**config.mk**
```make
export PLATFORM = sky130hd
export DESIGN_NAME = hub75_linebuffer_ring
export DESIGN_NICKNAME = d
export VERILOG_FILES = /design/src/rtl/hub75_linebuffer_ring.sv
export SDC_FILE = /design/constraint.sdc
export NUM_CORES = 2
export LEC_CHECK = 0
export ABC_CLOCK_PERIOD_IN_PS = 3200
export BUFFER_PORTS_ARGS = -buffer_cell sky130_fd_sc_hd__buf_2
export CORE_MARGIN = 2
export CORE_UTILIZATION = 35
export CTS_CLUSTER_SIZE = 28
export DETAILED_ROUTE_END_ITERATION = 12
export GPL_TIMING_DRIVEN = 0
export MAX_ROUTING_LAYER = met4
export SLEW_MARGIN = 20
export SYNTH_ARGS = -nofsm -noshare
export SYNTH_HDL_FRONTEND = slang
export SYNTH_SLANG_ARGS = --single-unit
export TNS_END_PERCENT = 5
```
**constraint.sdc**
```tcl
create_clock -name clk -period 3.2 [get_ports clk]
set_clock_uncertainty 0.15 [all_clocks]
set_input_delay 0.16 -clock clk [delete_from_list [all_inputs] [get_ports clk]]
set_output_delay 0.16 -clock clk [all_outputs]
set_load 0.02 [all_outputs]
```
**src/rtl/hub75_linebuffer_ring.sv**
```systemverilog
// Multi-bank HUB75 line buffer: writer fills and commits lines, reader consumes them in fill order.
// Optional bank scrub on release is enabled by defining HUB75_LB_CLEAR_EN.
module hub75_linebuffer_ring #(
  parameter int N_BANKS    = 2,
  parameter int N_WORDS    = 1,
  parameter int WORD_WIDTH = 24,
  parameter int ADDR_WIDTH = 6
) (
  input  logic                          clk,
  input  logic                          rst_n,
  input  logic [ADDR_WIDTH-1:0]         wr_addr,
  input  logic [N_WORDS*WORD_WIDTH-1:0] wr_data,
  input  logic [N_WORDS-1:0]            wr_mask,
  input  logic                          wr_ena,
  input  logic                          wr_done,
  output logic                          wr_rdy,
  input  logic [ADDR_WIDTH-1:0]         rd_addr,
  input  logic                          rd_ena,
  output logic [N_WORDS*WORD_WIDTH-1:0] rd_data,
  output logic                          rd_valid,
  input  logic                          rd_done,
  output logic                          rd_rdy,
  output logic                          clr_busy
);

  localparam int PTR_W = $clog2(N_BANKS);
  localparam int CNT_W = $clog2(N_BANKS + 1);
  localparam int DEPTH = 1 << ADDR_WIDTH;
  localparam int IDX_W = PTR_W + ADDR_WIDTH;
  localparam int DW    = N_WORDS * WORD_WIDTH;

  logic [N_WORDS-1:0][WORD_WIDTH-1:0] mem_r [N_BANKS*DEPTH];

  logic [PTR_W-1:0] wptr_r;
  logic [PTR_W-1:0] rptr_r;
  logic [CNT_W-1:0] count_r;
  logic [DW-1:0]    rd_data_r;
  logic             rd_valid_r;

  logic             busy_s;
  logic             wr_rdy_s;
  logic             rd_rdy_s;
  logic             wr_acc_s;
  logic             commit_s;
  logic             release_s;
  logic             cnt_inc_s;
  logic             cnt_dec_s;
  logic             mem_we_s;
  logic [IDX_W-1:0] mem_widx_s;
  logic [N_WORDS-1:0] mem_wmask_s;
  logic [DW-1:0]    mem_wdata_s;

  assign wr_rdy_s  = (count_r < CNT_W'(N_BANKS)) & ~busy_s;
  assign rd_rdy_s  = (count_r != {CNT_W{1'b0}}) & ~busy_s;
  assign wr_acc_s  = wr_ena & wr_rdy_s;
  assign commit_s  = wr_done & wr_rdy_s;
  assign release_s = rd_done & rd_rdy_s;
  assign cnt_inc_s = commit_s;

`ifdef HUB75_LB_CLEAR_EN
  logic                  clr_busy_r;
  logic [ADDR_WIDTH-1:0] clr_addr_r;
  logic [PTR_W-1:0]      clr_bank_r;

  assign busy_s    = clr_busy_r;
  // A released bank is only handed back to the writer once its last entry is zeroed.
  assign cnt_dec_s = clr_busy_r & (clr_addr_r == ADDR_WIDTH'(DEPTH - 1));

  // Scrub sequencer: walks every entry of the released bank once.
  always_ff @(posedge clk or negedge rst_n) begin
    if (!rst_n) begin
      clr_busy_r <= 1'b0;
      clr_addr_r <= {ADDR_WIDTH{1'b0}};
      clr_bank_r <= {PTR_W{1'b0}};
    end else if (clr_busy_r) begin
      clr_addr_r <= clr_addr_r + ADDR_WIDTH'(1);
      if (clr_addr_r == ADDR_WIDTH'(DEPTH - 1)) begin
        clr_busy_r <= 1'b0;
      end
    end else if (release_s) begin
      clr_busy_r <= 1'b1;
      clr_addr_r <= {ADDR_WIDTH{1'b0}};
      clr_bank_r <= rptr_r;
    end
  end

  // Storage write port: scrub owns it while busy, otherwise the user writer.
  always_comb begin
    mem_we_s    = 1'b0;
    mem_widx_s  = {wptr_r, wr_addr};
    mem_wmask_s = wr_mask;
    mem_wdata_s = wr_data;
    if (clr_busy_r) begin
      mem_we_s    = 1'b1;
      mem_widx_s  = {clr_bank_r, clr_addr_r};
      mem_wmask_s = {N_WORDS{1'b1}};
      mem_wdata_s = {DW{1'b0}};
    end else begin
      mem_we_s    = wr_acc_s;
    end
  end
`else
  assign busy_s      = 1'b0;
  assign cnt_dec_s   = release_s;
  assign mem_we_s    = wr_acc_s;
  assign mem_widx_s  = {wptr_r, wr_addr};
  assign mem_wmask_s = wr_mask;
  assign mem_wdata_s = wr_data;
`endif

  // Bank pointers and fill count.
  always_ff @(posedge clk or negedge rst_n) begin
    if (!rst_n) begin
      wptr_r  <= {PTR_W{1'b0}};
      rptr_r  <= {PTR_W{1'b0}};
      count_r <= {CNT_W{1'b0}};
    end else begin
      if (commit_s) begin
        wptr_r <= wptr_r + PTR_W'(1);
      end
      if (release_s) begin
        rptr_r <= rptr_r + PTR_W'(1);
      end
      case ({cnt_inc_s, cnt_dec_s})
        2'b10:   count_r <= count_r + CNT_W'(1);
        2'b01:   count_r <= count_r - CNT_W'(1);
        default: count_r <= count_r;
      endcase
    end
  end

  // Registered read port; the nonblocking read returns pre-write contents on a collision.
  always_ff @(posedge clk or negedge rst_n) begin
    if (!rst_n) begin
      rd_data_r  <= {DW{1'b0}};
      rd_valid_r <= 1'b0;
    end else begin
      rd_valid_r <= rd_ena & rd_rdy_s;
      if (rd_ena) begin
        rd_data_r <= mem_r[{rptr_r, rd_addr}];
      end
    end
  end

  // Line storage with per-word write enables; contents are never reset.
  always_ff @(posedge clk) begin
    if (mem_we_s) begin
      for (int i = 0; i < N_WORDS; i++) begin
        if (mem_wmask_s[i]) begin
          mem_r[mem_widx_s][i] <= mem_wdata_s[i*WORD_WIDTH +: WORD_WIDTH];
        end
      end
    end
  end

  assign wr_rdy   = wr_rdy_s;
  assign rd_rdy   = rd_rdy_s;
  assign rd_data  = rd_data_r;
  assign rd_valid = rd_valid_r;
  assign clr_busy = busy_s;

endmodule

```
Yosys cells after proc, flatten, opt, wreduce, memory -nomap -nowiden
Memory sizes are Yosys's and may differ from the RTL's. A register that Yosys moved wholly into a read port is not among the register bits.
Index checks and enable logic that the tools add are counted.
{ "classes": {"reduce_logical": 3, "bitwise": 4, "add_sub_neg": 4, "n_mux": 4, "magnitude_cmp": 1, "eq_ne": 2} }
{ "op_table": {"columns": ["op", "n"], "rows": [
  ["bitwise AND 1 bit", 4],
  ["one-hot mux 2 bit (2 select lines)", 1],
  ["nonzero test 2 bit", 2],
  ["2-to-1 mux 1 bit", 3],
  ["adder 1 bit (second input constant)", 2],
  ["adder 2 x 1 -> 2 bit (second input constant)", 1],
  ["== test 2 x 1 -> 1 bit (second input constant)", 1],
  ["== test 2 bit (second input constant)", 1],
  ["less-than comparator 2 bit (second input constant)", 1],
  ["subtractor 2 x 1 -> 2 bit (second input constant)", 1],
  ["logical NOT 1 bit", 1]
]} }
{ "word_totals": {"n_memories": 1, "word_cells": 23, "ram_bits": 3072, "output_inout_bits": 28, "input_bits": 43, "ff_bits": 5} }
{ "mem_list": {"columns": ["memory", "depth", "word_bits", "rd", "rd_ports_with_merged_regs", "write_ports", "line", "rtl"], "rows": [
  ["mem_r", 128, 24, 1, 1, 1, "32", "logic [N_WORDS-1:0][WORD_WIDTH-1:0] mem_r [N_BANKS*DEPTH];"]
]} }

Depth between registers and ports, before layout
{ "logic_depth": {"word_depth": 4, "mapped_depth": 12, "ltp_nobuf": 6} }

Least setup slack after synthesis
OpenSTA, ideal clock, no wires.
{ "synth_path": {"path_kind": "register -> register", "from": "register count_r[1]", "to": "memory mem_r[127][0] in the netlist's numbering, enable pin", "t_arrival_ps": 2242, "path_buffers": 1, "path_stages_with_launch": 5, "path_slack_ps": 403, "required_time_ps": 2645, "cell_sequence": "dfrtp_1 nor3b_1 nand3_1 clkbuf_1 nor2_1"} }
{ "synth_between": {"elab_chain_cells": 4} }
{ "synth_lines": {"columns": ["item", "line", "rtl"], "rows": [
  ["start, declared", "36", "logic [CNT_W-1:0] count_r;"],
  ["start signal, assigned", "116", "count_r <= {CNT_W{1'b0}};"],
  ["start signal, assigned", "125", "2'b10: count_r <= count_r + CNT_W'(1);"],
  ["start signal, assigned", "126", "2'b01: count_r <= count_r - CNT_W'(1);"],
  ["less-than comparator 2 bit", "53", "assign wr_rdy_s = (count_r < CNT_W'(N_BANKS)) & ~busy_s;"],
  ["bitwise AND 1 bit", "55", "assign wr_acc_s = wr_ena & wr_rdy_s;"],
  ["2-to-1 mux 1 bit", "147", "if (mem_we_s) begin"],
  ["2-to-1 mux 1 bit (not written as such)", "150", "mem_r[mem_widx_s][i] <= mem_wdata_s[i*WORD_WIDTH +: WORD_WIDTH];"],
  ["end, declared", "32", null]
]} }
Every way passes these cells.

==> impl_metrics.tcl <==
set metrics [dict create \
    grt_pass1_wl_um 690000 \
    status "complete, but fails checks" \
    worst_r2r_startpoint "rptr_r" \
    synth_edf_count 3072 \
    hold_viol 0 \
    p_leak_nw 45.9 \
    slowest_delay_ns 0.86 \
    regArea_um2 93000 \
    slew_violations 0 \
    violations "antenna rules, setup timing" \
    core_um2 340000 \
    rows 214 \
    grtUsageTotal 0.322 \
    max-vdd-ir-drop_mv 0.462 \
    numCtsBuffers 331 \
    gp_congestion 1.06 \
    min_path_type "input pin to flip-flop" \
    via_per_inst 6.35 \
    grt_overflow 0 \
    netlist_area_um2 120000 \
    crit_cells 8 \
    htree_levels 5 \
    r2r_cells 7 \
    drt-initial-drc-count 14875 \
    critical_path.top_delay_family "simple AND/OR/NAND/NOR gates" \
    wl_um 550000 \
    cts_tree "built" \
    antenna_found_initial 73 \
    clk_latency_ns 0.99 \
    die_h_um 588 \
    maxCapViolations 0 \
    die-area_um2 346000 \
    synth.top_cell.area_share 0.772 \
    fmax_mhz 282 \
    grt_max_degree 101 \
    post-route-period-util 1.11 \
    area_delta_synth_final_pct 21.7 \
    path_clk_slew_ns 0.06 \
    dp_hpwl_um 383000 \
    avgSynthCellArea_um2 21.8 \
    hold_start "rd_done" \
    yosysWarningCount 0 \
    r2r_setup_slack_ns -0.10 \
    place_ws_ns -3.01 \
    avgRoutedWirePerCell_um 49.6 \
    powerDensity_nw_per_um2 639 \
    crit_fanout 10 \
    cp.arrival_ns 4.24 \
    tightest_slew_ns 1.31 \
    layout-drive-gt1-share 0.318 \
    vias 70320 \
    holdPathStages 4 \
    period_minus_slack_ns 3.55 \
    nets 6253 \
    yosys.cell_types.count 73 \
    netlist_instances 5484 \
    root_buffer "clkbuf_16" \
    cp_num_buf_inv 3 \
    drt.antenna.violating_nets 2 \
    synth-async-reset-ratio 0.00935 \
    crit_type "input pin to flip-flop" \
    clockBufferDepth 4 \
    ys_seq_area_frac 0.778 \
    start_util 0.352 \
    cp-end-kind "flip-flop" \
    synthFlopType "edfxtp_1" \
    crit_path_cell_trace "buf_2, clkbuf_2, nand2_1, clkbuf_2, a21oi_1, nand3_1, nand4_1, nand3_1" \
    die_x_um 588 \
    synth_top_cell_by_area "edfxtp_1" \
    crit_start "rd_addr[4]" \
    fin_ws_ns -0.352 \
    fin_total_pwr_mw 92.9 \
    dr.pass1.iters 6 \
    relSlewSlack 0.126 \
    rsz0062_at_grt "yes" \
    multi_input_area_um2 26100 \
    whs_ns 0.0282 \
    synth-seq-cells 3101 \
    grt_pass1_vias 64468 \
    fill_cells 28942 \
    synthTopCellsByArea "edfxtp_1 (77%), mux4_2 (12%), mux2i_1 (2.7%)" \
    cp_slowest_cell "nand2_1" \
    setup_violations 74 \
    syn_nets 5528 \
    route.detailed.drc 0 \
    clock-sinks 3101 \
    cp-start-kind "input pin" \
    whs_endpoint "rptr_r" \
    r2r-end "rd_data[12]" \
    final_util 0.428 \
    port_buffers 66 \
    crit_required_ns 3.89 \
    ioPinCount 71 \
]
power by group:
group,internal [mW],switching (mW)
Combinational,2.22,6.42
Clock,22.3,16.8
Sequential,44.9,0.268
Total,69.4,23.5
worst register-to-register path: stages, from the launching register on:
cell,delay (ns)
dfrtp_1,0.34
clkbuf_4,0.29
and2_1,0.30
clkbuf_1,0.36
a22oi_1,0.33
o211ai_1,0.87
and4_2,0.50
a221o_1,0.14
cells in the mapped netlist (all sizes together), types with 13 or more instances:
cell type / number
nor2: 178
o221ai: 97
buf: 219
a31oi: 19
inv: 13
o21ai: 69
nor4: 24
and2: 14
mux2: 32
dfrtp: 29
nand2: 125
mux4: 640
a221oi: 14
a21oi: 71
a211oi: 43
nand2b: 20
o211ai: 20
mux2i: 327
nor3: 44
edfxtp: 3072
nand3: 28
nor2b: 35
a22oi: 53
clkbuf: 87
o22ai: 104
placed cells by master (no fill, tap or decap), types with 18 or more instances in the layout:
cell           netlist  layout
mux2i_1            327     323
o22ai_1            104      97
nor2b_1             35      29
nand3_1             28      18
buf_16               0     135
buf_8               31      42
bufinv_16            0      38
buf_6               42     118
nor3_1              43      31
buf_4               34     104
o21ai_1             23      26
nor2_4               0     131
a211oi_1            43      34
clkinv_2             0      71
clkbuf_2             0      50
nor2_1             177      44
clkbuf_16            0     333
edfxtp_1          3072    3072
clkbuf_1            87      80
nand2_1            125     107
buf_2               91      69
mux4_2             640     640
o221ai_1            95      87
o21ai_0             46      38
a22oi_1             53      52
dfrtp_1             29      29
o211ai_1            20      20
diode_2              0      65
mux2_2              30      30
a21oi_1             71      64
buf_12               8      99
clkinv_1             0      59
dlygate4sd3_1        0      40
area by class of cell:
type	count	share of cell area
plain buffers	304	0.0185
repair buffers	394	0.0481
clock buffers	394	0.0589
well taps	4536	0.0390
clock inverters	208	0.0153
multi-input cells	2064	0.180
diodes	65	0.00112
inverters	13	0.000353
flip-flops and latches	3101	0.639
repair_timing:
| item | in CTS | in global routing |
|---|---|---|
| hold buffers | 41 | 0 |
| pin swaps | 37 | 2 |
| buffers inserted | 46 | 3 |
| resized for setup | 260 | 16 |
| endpoints found under the setup margin | 2982 | 420 |
| hold endpoints to repair | 3193 | 0 |
registers in the layout, summed over array words and instances (netlist names):
register	cells
mem_r	3072
rd_data	24
count_r	2
rd_valid	1
rptr_r	1
wptr_r	1
per-layer routing:
layer | global-route usage | wire (µm) | up-vias
met3 | 0.0954 | 73900 | 1369
met2 | 0.450 | 235000 | 6100
met5 | - | 0 | -
met4 | 0.228 | 48100 | 0
met1 | 0.398 | 192000 | 37975
li1 | - | - | 24876
worst max path at each step:
stage / end / slack, ns
global placement: rd_data[17] / -4.50
finish: rd_data[20] / -0.35
CTS: mem_r[67][12] / -0.16
global route: rd_data[20] / -0.13
floorplan: mem_r[127][0] / 0.40
detailed placement: rd_data[21] / -3.01
cells by family (layout without fill, tap and decap cells):
family          count (synthesis)  in the layout  share of synthesized area
flops                        3101           3101                      0.778
mux                           999            999                      0.151
compound gates                551            551                     0.0324
simple gates                  507            507                     0.0197
buf+inv                       319           1313                     0.0187
xor+xnor                        5              5                   0.000366
fa+ha+maj                       1              1                   0.000105
other cells                     1             66                  0.0000314
metrics by stage:
step	TNS (ns)	std cells	cell area [µm²]
after floorplan	0	5484	120000
after global placement	-8943.20	10086	126000
after detailed placement	-1492.76	10324	132000
after CTS	-19.62	11011	145000
after global routing	-0.242	11054	145000
final	-4.30	11079	145000
Power figures use the tool's default switching activity.
